<file path="config.mk">
export PLATFORM = sky130hd
export DESIGN_NAME = xs3_serial_decoder
export DESIGN_NICKNAME = d
export VERILOG_FILES = /design/src/rtl/xs3_pkg.sv /design/src/rtl/xs3_digit_decode.sv /design/src/rtl/xs3_serial_decoder.sv
export SDC_FILE = /design/constraint.sdc
export NUM_CORES = 1
export LEC_CHECK = 0
export ABC_AREA = 1
export CAP_MARGIN = 25
export CORE_ASPECT_RATIO = 0.75
export CORE_UTILIZATION = 27
export CTS_CLUSTER_SIZE = 12
export DETAILED_ROUTE_END_ITERATION = 7
export PLACE_DENSITY_LB_ADDON = 0.05
export SETUP_SLACK_MARGIN = 0.15
export SLEW_MARGIN = 0
export SYNTH_ARGS = -nofsm -noshare
export SYNTH_HDL_FRONTEND = slang
export SYNTH_HIERARCHICAL = 1
export SYNTH_SLANG_ARGS = --single-unit
</file>
<file path="constraint.sdc">
create_clock -name clk -period 2 [get_ports clk]
set_clock_uncertainty 0.15 [all_clocks]
set_input_delay 0.4 -clock clk [delete_from_list [all_inputs] [get_ports clk]]
set_output_delay 0.4 -clock clk [all_outputs]
set_load 0.01 [all_outputs]
</file>
<file path="src/rtl/xs3_pkg.sv">
// Shared types and constants for the serial excess-3 decoder.
package xs3_pkg;

    typedef enum logic [1:0] {
        IDLE,
        SHIFT,
        HOLD
    } state_t;

    localparam logic [3:0] XS3_OFFSET = 4'd3;
    localparam logic [3:0] XS3_MIN    = 4'h3;
    localparam logic [3:0] XS3_MAX    = 4'hC;

    // Number of serial bits in one frame of nDigits excess-3 digits.
    function automatic int frameLen(input int nDigits);
        return 4 * nDigits;
    endfunction

endpackage

</file>
<file path="src/rtl/xs3_digit_decode.sv">
// Combinational decode of one excess-3 code into a BCD digit plus an invalid-code flag.
module xs3_digit_decode
    import xs3_pkg::*;
(
    input  logic [3:0] code_i,
    output logic [3:0] bcd_o,
    output logic       err_o
);

    // Codes 3..C map to 0..9; the six unused codes decode to zero and raise the flag.
    always_comb begin
        bcd_o = 4'h0;
        err_o = 1'b1;
        if ((code_i >= XS3_MIN) && (code_i <= XS3_MAX)) begin
            bcd_o = code_i - XS3_OFFSET;
            err_o = 1'b0;
        end
    end

endmodule

</file>
<file path="src/rtl/xs3_serial_decoder.sv">
// Bit-serial excess-3 to packed BCD decoder with a valid/ready output handshake.
module xs3_serial_decoder
    import xs3_pkg::*;
#(
    parameter int NDIGITS = 2
) (
    input  logic                   clk,
    input  logic                   rst,
    input  logic                   ser_in,
    input  logic                   ser_valid,
    output logic                   ser_ready,
    input  logic                   sync,
    output logic [4*NDIGITS-1:0]   bcd_out,
    output logic [NDIGITS-1:0]     digit_err,
    output logic                   code_err,
    output logic                   out_valid,
    input  logic                   out_ready
);

    localparam int FRAME_BITS = frameLen(NDIGITS);
    localparam int CNT_W      = $clog2(FRAME_BITS);
    localparam logic [CNT_W-1:0] LAST_BIT = CNT_W'(FRAME_BITS - 1);

    state_t                  state_q;
    logic [CNT_W-1:0]        bitCnt_q;
    logic [FRAME_BITS-1:0]   shiftReg_q;
    logic [FRAME_BITS-1:0]   shiftReg_d;
    logic                    serReady_q;
    logic                    outValid_q;
    logic [4*NDIGITS-1:0]    bcd_q;
    logic [NDIGITS-1:0]      digitErr_q;
    logic                    codeErr_q;
    logic [4*NDIGITS-1:0]    decBcd;
    logic [NDIGITS-1:0]      decErr;

    // Bits arrive LSB first, digit 0 first, so shifting right leaves the first bit at position 0.
    assign shiftReg_d = {ser_in, shiftReg_q[FRAME_BITS-1:1]};

    // Decode the word as it will look once the incoming bit is shifted in, so the last bit's edge captures a complete frame.
    for (genvar g = 0; g < NDIGITS; g++) begin : g_digit
        xs3_digit_decode u_decode (
            .code_i (shiftReg_d[4*g +: 4]),
            .bcd_o  (decBcd[4*g +: 4]),
            .err_o  (decErr[g])
        );
    end

    // Frame FSM: collect bits, capture decoded results on the last bit, then hold until downstream takes them.
    always_ff @(posedge clk or posedge rst) begin
        if (rst) begin
            state_q    <= IDLE;
            bitCnt_q   <= '0;
            shiftReg_q <= '0;
            serReady_q <= 1'b1;
            outValid_q <= 1'b0;
            bcd_q      <= '0;
            digitErr_q <= '0;
            codeErr_q  <= 1'b0;
        end else begin
            case (state_q)
                IDLE, SHIFT: begin
                    if (sync) begin
                        state_q    <= IDLE;
                        bitCnt_q   <= '0;
                        shiftReg_q <= '0;
                    end else if (ser_valid) begin
                        shiftReg_q <= shiftReg_d;
                        if (bitCnt_q == LAST_BIT) begin
                            state_q    <= HOLD;
                            bitCnt_q   <= '0;
                            serReady_q <= 1'b0;
                            outValid_q <= 1'b1;
                            bcd_q      <= decBcd;
                            digitErr_q <= decErr;
                            codeErr_q  <= |decErr;
                        end else begin
                            state_q  <= SHIFT;
                            bitCnt_q <= bitCnt_q + CNT_W'(1);
                        end
                    end
                end
                HOLD: begin
                    if (out_ready) begin
                        state_q    <= IDLE;
                        serReady_q <= 1'b1;
                        outValid_q <= 1'b0;
                    end
                end
                default: begin
                    state_q <= IDLE;
                end
            endcase
        end
    end

    assign ser_ready = serReady_q;
    assign out_valid = outValid_q;
    assign bcd_out   = bcd_q;
    assign digit_err = digitErr_q;
    assign code_err  = codeErr_q;

endmodule

</file>
==> summary.txt, run 1 <==
Outcome
  – Status: completed

Critical path
  – Crit. path cell count: 1
  – Critical R2R Launch: bitCnt_q[0]
  – CP max stage cell: clkdlybuf4s50_1
  – Crit path arrival time: around 1200 ps
  – FF-to-FF path depth: 7
  – Critical path class: flip-flop to primary output
  – Reg-to-reg setup timing slack: approximately 350 ps
  – CP Data Required Time: 1450 ps
  – Critical Path Max Stage Delay: approximately 540 ps
  – Worst Setup Start Kind: flip-flop
  – Crit. End Element: primary output
  – Combined buffer and inverter count along the critical path: 1
  – CP delay by family, top: buffers and inverters
  – CP Cell Sequence: clkdlybuf4s50_1
  – Crit-path max FO: 2
  – Worst Setup SP: bcd_out[6]

Route
  – DR iter-0 viols: 71
  – Wirelength per Cell: ~11 um
  – # DRC: 0
  – DRT Wirelength: around 2.5 mm
  – Via count: approximately 1000
  – ANT nets after route: 0
  – First-pass DRT Iterations: 4
  – Vias/cell: approximately 4.2

Synthesis
  – Top cells by count, synth: nand2_1, dfrtp_1, inv_1
  – Dominant cells by area after synthesis: dfrtp_1, nand2_1, ha_1
  – Post-synth EDFFs: 0
  – Warnings from Yosys: 6
  – Post-Synthesis Cell Area: 1320 um^2
  – Syn Area/Cell: 8.21 um^2
  – Yosys top cell area share: 0.455
  – Yosys cell types: 21
  – Syn_nets: 173
  – Register area share after synthesis: 0.474
  – Syn Inst Count: 161
  – Leading area contributor after synthesis: dfrtp_1
  – Count leader, synth: nand2_1
  – Synthesis-stage register bit count: 25
  – Synth Flop Type: dfrtp_1
  – Asr flop ratio synth: 1.00

Floorplan
  – Site row count: 21
  – Core Box Area: 4570 um^2
  – Die area: 5180 um^2
  – Starting Density: 0.289
  – Die W: 82.8 um
  – Die Span Y: roughly 63 um
  – Ports: 19

Global routing
  – Largest net degree at the start of global routing: 26
  – Global-route wire length before repair: 4.50 mm
  – GRT overflow: 0
  – Initial antenna violation count: 0
  – Vias in the first global route: 951
  – Gr usage total: 0.115

Finish
  – Final net count: around 200
  – Final core utilization: 0.354
  – Area Growth Syn to Fin: 22.3%
  – Layout cells sized above 1: 0.126
  – # diodes: 0

Power
  – Max VDD drop: 0.231 mV
  – Power Total: 901 uW
  – Power per Cell Area: roughly 560 nW/um^2
  – LEAKAGE: 0.000867 uW

Timing
  – Period utilisation layout: 0.860
  – Final setup TNS: 0 ps
  – Final Hold Fails: 0
  – Min Clock Period, post-route: 1720 ps
  – Setup-failing EPs final: 0
  – Relative slew slack: 0.707
  – Slew Viols, Final: 0
  – FMAX: 582 MHz
  – Slew of the pin with the lowest slew margin: around 440 ps
  – RSZ-0062 raised after global routing: false

Clock tree
  – Clock sink count: 25
  – H-tree levels: 1
  – Worst skew pair latency: ~270 ps
  – Clock slew at reported path FFs: 90 ps
  – Clk buf depth: 2
  – CTS buffer count: 3
  – Clock Root Buffer: clkbuf_8
  – CTS tree: done

Worst hold path
  – Hold WC Path Type: input pin to asynchronous set/reset pin

Placement
  – IO Port Bufs: 18
  – Placer Congestion: roughly 0.69
  – Hpwl dp: 1.91 mm

Flow run
  – Max Cap Viol: 0
[state kept, by name, indices dropped and copies added (netlist names)]
name,flops
out_valid,1
shiftReg_q,7
bcd_out,8
bitCnt_q,3
state_q,2
digit_err,2
code_err,1
ser_ready,1
[area by class of cell]
class / count / area [um^2]
Tap cell: 57 / 71.3
Inverter: 20 / 75.1
Multi-Input combinational cell: 113 / 601
Clock buffer: 3 / 41.3
Timing Repair Buffer: 20 / 194
Clock inverter: 1 / 7.51
Sequential cell: 25 / 627
Fill cell: 506 / 2960
[worst min-delay path: stages]
cell and delay, ps:
clkdlybuf4s50_1 400, inv_1 50, buf_4 310
[through the flow]
stage	instance area, um^2	instances	setup WS, ps	hold slack [ps]
global route	1620	239	173	346
detailed placement	1560	235	183	310
global placement	1560	235	174	308
CTS	1610	239	178	332
floorplan	1320	161	576	277
finish	1620	239	281	329
[power by group]
part / switching (uW) / total (uW) / leakage [uW] / internal [uW]
clock network: 162 / 303 / 0.0000217 / 141
logic: 47.1 / 76.5 / 0.000503 / 29.3
registers: 7.81 / 521 / 0.000342 / 514
[cell usage in the layout, fill, tap and decap left out, drive strengths merged]
cell and count:
nand3b 4, dlygate4sd2 1, nor2 12, buf 2, xor2 2, nand2 71
nand3 14, clkbuf 3, nand4 2, dfrtp 24, o21ai 2, ha 6
dfstp 1, inv 20, clkinvlp 1, clkdlybuf4s50 17
[repair_timing]
item / in CTS / in global routing
setup buffers: 0 / 0
hold buffers: 0 / 0
endpoints found under the hold margin: 0 / 0
gates resized for setup: 1 / 1
pin swaps: 0 / 0
endpoints found under the setup margin: 1 / 14
[logic make-up (layout without fill, tap and decap cells)]
logic type | count (synthesis) | count (layout) | share of synthesized area
DFF | 25 | 25 | 0.474
and+or+nand+nor | 103 | 103 | 0.370
xor gates and xnor gates | 2 | 2 | 0.0133
buffers and inverters | 23 | 44 | 0.0748
adders and majority gates | 6 | 6 | 0.0568
AOI/OAI and AO/OA | 2 | 2 | 0.0104
[worst paths after layout]
check | endpoint
setup / recovery | bcd_out[6]
hold / removal | bcd_out[5]
setup reg to reg | bcd_out[5]
hold reg to reg | digit_err[0]
max in group asynchronous | ser_ready
min in group clk | digit_err[0]
[metal layers]
layer | GRT usage | routed length (um) | up-vias
li1 | - | - | 531
met1 | 0.166 | 1390 | 444
met2 | 0.165 | 999 | 22
met3 | 0.0394 | 120 | 2
met4 | 0.0259 | 18 | 0
met5 | 0 | 0 | -
Note: power is estimated with default switching activity, not from simulation.
==> run 2: changes to the inputs <==
ABC_AREA = not set   (was 1)
CORE_MARGIN = 5   (was not set)
==> summary.txt, run 2 <==
Floorplan
  – Ports: 19 (unchanged)
  – Starting Density: 0.282 (-0.00688)
  – Die W: 89.4 um (+7.9%)
  – Die Span Y: 69.5 um (+11%)
  – Site row count: 21 (unchanged)
  – Die area: 6210 um^2 (+20%)
  – Core Box Area: 4520 um^2 (-1.1%)

Clock tree
  – Clock sink count: 25 (unchanged)
  – CTS Hold Buffers Added: 0 (unchanged)
  – CTS buffer count: 3 (unchanged)
  – Clk buf depth: 2 (unchanged)
  – Clock Root Buffer: clkbuf_8
  – Clock slew at reported path FFs: 90 ps (about the same)
  – Worst skew pair latency: 270 ps (about the same)
  – CTS tree: done
  – H-tree levels: 1 (unchanged)

Timing
  – Final Hold Fails: 0 (unchanged)
  – Setup-failing EPs final: 0 (unchanged)
  – Min Clock Period, post-route: 1790 ps (+68.7 ps)
  – Slew of the pin with the lowest slew margin: 643 ps (+204 ps)
  – FMAX: 559 MHz (-3.8%)
  – Slew Viols, Final: 0 (unchanged)
  – Period utilisation layout: 0.894 (+0.0343)
  – RSZ-0062 raised after global routing: false
  – Setup WS post-layout: 212 ps (-68.7 ps)
  – Relative slew slack: 0.570 (-0.137)

Critical path
  – CP max stage cell: dfrtp_1
  – Crit path arrival time: 1800 ps (+630 ps)
  – Critical R2R Launch: bitCnt_q[1]
  – Combined buffer and inverter count along the critical path: 1 (unchanged)
  – Crit-path max FO: 4 (+2)
  – R2r endpoint: bcd_out[4]
  – CP Cell Sequence: ha_2 > ha_4 > nor4bb_4 > buf_4 > mux2_2
  – FF-to-FF path depth: 5 (-2)
  – Critical path class: flip-flop to flip-flop
  – CP delay by family, top: flip-flops
  – Crit. End Element: flip-flop
  – Worst Setup Start Kind: flip-flop
  – CP Data Required Time: 2010 ps (+560 ps)
  – Critical Path Max Stage Delay: 380 ps (-160 ps)
  – Reg-to-reg setup timing slack: 210 ps (-140 ps)

Synthesis
  – Synth Flop Type: dfrtp_1
  – Register area share after synthesis: 0.492 (+0.0172)
  – Leading area contributor after synthesis: dfrtp_1
  – Warnings from Yosys: 6 (unchanged)
  – Yosys cell types: 30 (+43%)
  – Adder-cell share of the synthesized area: 0.0589 (+0.00206)
  – Complex-gate fraction of the synthesized area: 0.125 (+0.114)
  – Count leader, synth: dfrtp_1
  – Syn Inst Count: 109 (-32%)
  – Yosys top cell area share: 0.471 (+0.0165)
  – Multiplexer area fraction after synthesis: 0.114 (+0.114)
  – Xor/xnor share of the synthesized area: 0 (-0.0133)
  – Post-synth EDFFs: 0 (unchanged)
  – Top cells by count, synth: dfrtp_1, inv_1, a22o_1, nor2_1
  – Post-Synthesis Cell Area: 1270 um^2 (-3.5%)
  – Dominant cells by area after synthesis: dfrtp_1, mux2_4, ha_1
  – Synthesis-stage register bit count: 25 (unchanged)
  – Post-Synth Simple-Gate Area: 0.139 (-0.231)
  – Asr flop ratio synth: 1.00 (unchanged)
  – Syn_nets: 121 (-30%)
  – Syn Area/Cell: 11.7 um^2 (+43%)
  – Largest family of logic cells by synthesized area: simple AND/OR/NAND/NOR gates

Route
  – Via count: 894 (-11%)
  – # DRC: 0 (unchanged)
  – Vias/cell: 4.63 (+11%)
  – Wirelength per Cell: 14.0 um (+33%)
  – First-pass DRT Iterations: 4 (unchanged)
  – DR iter-0 viols: 15 (-79%)
  – DRT Wirelength: 2.71 mm (+7.1%)
  – ANT nets after route: 0 (unchanged)

Finish
  – Layout cells sized above 1: 0.235 (+0.109)
  – # diodes: 0 (unchanged)
  – Area Growth Syn to Fin: 29.1%
  – Final net count: 149 (-24%)
  – Largest register FFs: 8 (unchanged)
  – Most frequent cells in the layout: dfrtp_1, clkdlybuf4s50_1, inv_1, a22o_1, nor2_1
  – Commonest non-fill, non-tap cell in the layout: dfrtp_1

Worst hold path
  – Hold WC Path Type: input pin to asynchronous set/reset pin

Power
  – Max VDD drop: 0.229 mV (-0.92%)
  – Sw power: 212 uW (-2.2%)
  – Gate power share: 0.090 (+0.005)
  – Power Total: 907 uW (+0.65%)
  – Power per Cell Area: 551 nW/um^2 (-1.2%)
  – Internal: 694 uW (+1.5%)
  – Sw frac: 0.234 (-0.00672)
  – LEAKAGE: 0.000745 uW (-14%)
  – Clk network pwr share: 0.333 (-0.004)
  – Sequential power share: 0.577 (-0.002)

Placement
  – IO Port Bufs: 18 (unchanged)
  – Hpwl dp: 2.03 mm (+6.4%)
  – Placer Congestion: 0.703 (+1.6%)
  – Place WS: -77.6 ps (-260 ps)

Global routing
  – Global-route wire length before repair: 4.60 mm (+2.2%)
  – GRT overflow: 0 (unchanged)
  – Initial antenna violation count: 0 (unchanged)
  – Gr usage total: 0.0955 (-0.0198)
  – Vias in the first global route: 893 (-6.1%)
  – Largest net degree at the start of global routing: 18 (-31%)

Outcome
  – Status: completed

Flow run
  – Max Cap Viol: 0 (unchanged)
==> run 2: cell count changes after synthesis, moves of 3 or more <==
cell     change
nor2_2       -6
nor2_1       +3
nand2_1     -62
nand3_1     -10
inv_1        -6
mux2_4       +6
inv_2        -3
a21o_1       +3
mux2_2       +4
a22o_1       +8
==> run 2: stage by stage <==
step,hold slack (ps),instance area (um^2),TNS [ps],utilization,instances
after floorplan,277,1270,0,-,109
after global placement,302,1570,-119,0.347,187
after detailed placement,304,1570,-465,0.347,187
after CTS,289,1620,0,0.359,192
after global routing,333,1650,0,0.364,193
final,285,1650,0,0.364,193
==> run 2: what timing repair did <==
action,CTS,global route
setup endpoints to repair,13,6
pin swaps,1,0
gates resized for setup,2,4
cloned,0,0
setup buffers,1,1
==> run 2: layout make-up <==
type	instances	area (um^2)
Clock inverter	1	5.00
Fill cell	459	2870
Multi-Input combinational cell	69	587
Timing Repair Buffer	27	272
Sequential cell	25	629
Tap cell	57	71.3
Inverter	11	41.3
Clock buffer	3	41.3
==> run 2: kinds of logic (layout without fill, tap and decap cells) <==
kind of cell / count (synthesis) / in the layout
muxes: 11 / 11
adders and majority gates: 6 / 6
AOI/OAI and AO/OA: 20 / 20
buffers and inverters: 15 / 42
and+or+nand+nor: 32 / 32
DFF: 25 / 25
==> run 2: how the worst max path moves through the flow <==
stage,start,endpoint,slack [ps],depth (start not counted)
after detailed placement,sync,bcd_out[4],-80,4
final,bitCnt_q[1],bcd_out[4],210,5
after CTS,bitCnt_q[1],bcd_out[4],150,5
after floorplan,bitCnt_q[0],bcd_out[0],220,6
after global placement,sync,bcd_out[4],-30,4
after global routing,bitCnt_q[1],bcd_out[4],140,5
==> run 2: routing by layer <==
metal | wire length [um] | up-vias | global-route usage
met2 | 1270 | 8 | 0.139
met3 | 80 | 5 | 0.0321
met4 | 21 | 0 | 0.0198
li1 | - | 441 | -
met1 | 1340 | 440 | 0.137
met5 | 0 | - | 0
==> run 2: power by group through the flow <==
| stage | combinational, uW | sequential (uW) | clock (uW) |
|---|---|---|---|
| after floorplan | 40.2 | 531 | 0 |
| after global placement | 75.7 | 533 | 0 |
| after detailed placement | 76.1 | 533 | 0 |
| after CTS | 80.4 | 522 | 319 |
| after global routing | 91.8 | 524 | 334 |
| final | 81.6 | 523 | 302 |
==> run 3: changes to the inputs <==
SETUP_SLACK_MARGIN = not set   (was 0.15)
SKIP_LAST_GASP = 1   (was not set)
TNS_END_PERCENT = 20   (was not set)
==> summary.txt, run 3 (same netlist as run 2, synthesis figures left out) <==
Outcome
  – Status: completed

Floorplan
  – Die W: 89.4 um (unchanged)
  – Ports: 19 (unchanged)
  – Site row count: 21 (unchanged)
  – Starting Density: 0.282 (unchanged)
  – Die area: 6210 um^2 (unchanged)
  – Die Span Y: 69.5 um (unchanged)
  – Core Box Area: 4520 um^2 (unchanged)

Global routing
  – Largest net degree at the start of global routing: 18 (unchanged)
  – Vias in the first global route: 890 (-0.34%)
  – GR peak layer: met2
  – Initial antenna violation count: 0 (unchanged)
  – GRT overflow: 0 (unchanged)
  – Gr usage total: 0.0955 (unchanged)
  – Met3 usage: 0.0321 (unchanged)
  – M1 GR Usage: 0.137 (unchanged)
  – Global-route wire length before repair: 4.60 mm (+0.15%)
  – Met2 global-route usage: 0.139 (unchanged)

Flow run
  – Max Cap Viol: 0 (unchanged)

Critical path
  – Crit. End Element: flip-flop
  – Worst Setup Start Kind: flip-flop
  – Crit-path max FO: 7 (+3)
  – Worst Setup SP: bitCnt_q[0]
  – Critical R2R Launch: bitCnt_q[0]
  – Crit path arrival time: 1910 ps (+110 ps)
  – Critical path class: flip-flop to flip-flop
  – CP Data Required Time: 2010 ps (about the same)

Placement
  – Placed cell area: 1570 um^2 (unchanged)
  – Place WS: -77.6 ps (unchanged)
  – Hpwl dp: 2.03 mm (unchanged)
  – Placer Congestion: 0.703 (unchanged)
  – IO Port Bufs: 18 (unchanged)

Power
  – Max VDD drop: 0.231 mV (+0.90%)
  – Power Total: 902 uW (-0.56%)
  – LEAKAGE: 0.000746 uW (about the same)
  – Power per Cell Area: 558 nW/um^2 (+1.4%)

Clock tree
  – CTS buffer count: 3 (unchanged)
  – Clock slew at reported path FFs: 90 ps (about the same)
  – H-tree levels: 1 (unchanged)
  – Setup Fix Bufs, Post-CTS: 0 (-1)
  – Worst skew pair latency: 270 ps (about the same)
  – CTS tree: done
  – CTS Hold Buffers Added: 0 (unchanged)
  – Clock sink count: 25 (unchanged)
  – Clk buf depth: 2 (unchanged)
  – Clock Root Buffer: clkbuf_8
  – Post_cts resized: 0 (-2)

Finish
  – Final net count: 147 (-1.3%)
  – Layout cells sized above 1: 0.194 (-0.0413)
  – Area Growth Syn to Fin: 26.7%
  – Largest register FFs: 8 (unchanged)
  – Most frequent cells in the layout: dfrtp_1, clkdlybuf4s50_1, inv_1, a22o_1, nor2_1
  – # diodes: 0 (unchanged)
  – Commonest non-fill, non-tap cell in the layout: dfrtp_1
  – Fin area: 1620 um^2 (-1.9%)

Route
  – Vias/cell: 4.61 (-0.54%)
  – DRT Wirelength: 2.71 mm (about the same)
  – First-pass DRT Iterations: 4 (unchanged)
  – Wirelength per Cell: 14.2 um (+1.1%)
  – ANT nets after route: 0 (unchanged)
  – Via count: 880 (-1.6%)
  – DR iter-0 viols: 13 (-2)
  – # DRC: 0 (unchanged)

Timing
  – Setup WS post-layout: 102 ps (-110 ps)
  – Slew of the pin with the lowest slew margin: 658 ps (+14.9 ps)
  – Final setup TNS: 0 ps (unchanged)
  – WHS: 286 ps (+0.431 ps)
  – Period utilisation layout: 0.949 (+0.0551)
  – Slew Viols, Final: 0 (unchanged)
  – Final Hold Fails: 0 (unchanged)
  – Relative slew slack: 0.560 (-0.00998)
  – Setup-failing EPs final: 0 (unchanged)
  – Min Clock Period, post-route: 1900 ps (+110 ps)
  – FMAX: 527 MHz (-5.8%)
  – RSZ-0062 raised after global routing: false

Worst hold path
  – Hold WC Path Type: input pin to asynchronous set/reset pin
==> run 3: path summary, 6_finish.rpt <==
path,slack [ps],endpoint,depth (start not counted)
max,100,state_q[1],6
min,290,bitCnt_q[0],2
max reg2reg,100,state_q[1],6
min reg2reg,310,ser_ready,2
max in group asynchronous,990,code_err,3
min in group clk,310,ser_ready,2
==> run 3: worst max-delay path, cell delays in order, from the launching register on <==
cell and delay, ps:
dfrtp_1 420, ha_1 210, ha_1 230, nor4bb_4 180
buf_12 160, buf_4 150, or2_2 290
==> run 3: cell type report <==
type	count	area [um^2]
clock buffers	3	41.3
clock inverters	1	5.00
fillers	460	2900
inverters	11	41.3
multi-input cells	69	572
flip-flops and latches	25	627
well taps	57	71.3
repair buffers	25	258
==> run 3: routing by layer <==
metal / routed length [um] / vias to the layer above
met5: 0 / -
met4: 21 / 0
met3: 80 / 5
met2: 1240 / 8
met1: 1370 / 429
li1: - / 438
==> run 3: power by group <==
group	total, uW	internal [uW]	switching, uW
Combinational	75.7	36.8	38.9
Clock	303	139	163
Sequential	523	514	9.35
Total	902	690	212
==> run 3: metrics by stage <==
stage / std cells / utilization
after detailed placement: 187 / 0.347
final: 191 / 0.357
after global placement: 187 / 0.347
after CTS: 191 / 0.357
after global routing: 191 / 0.357
after floorplan: 109 / -
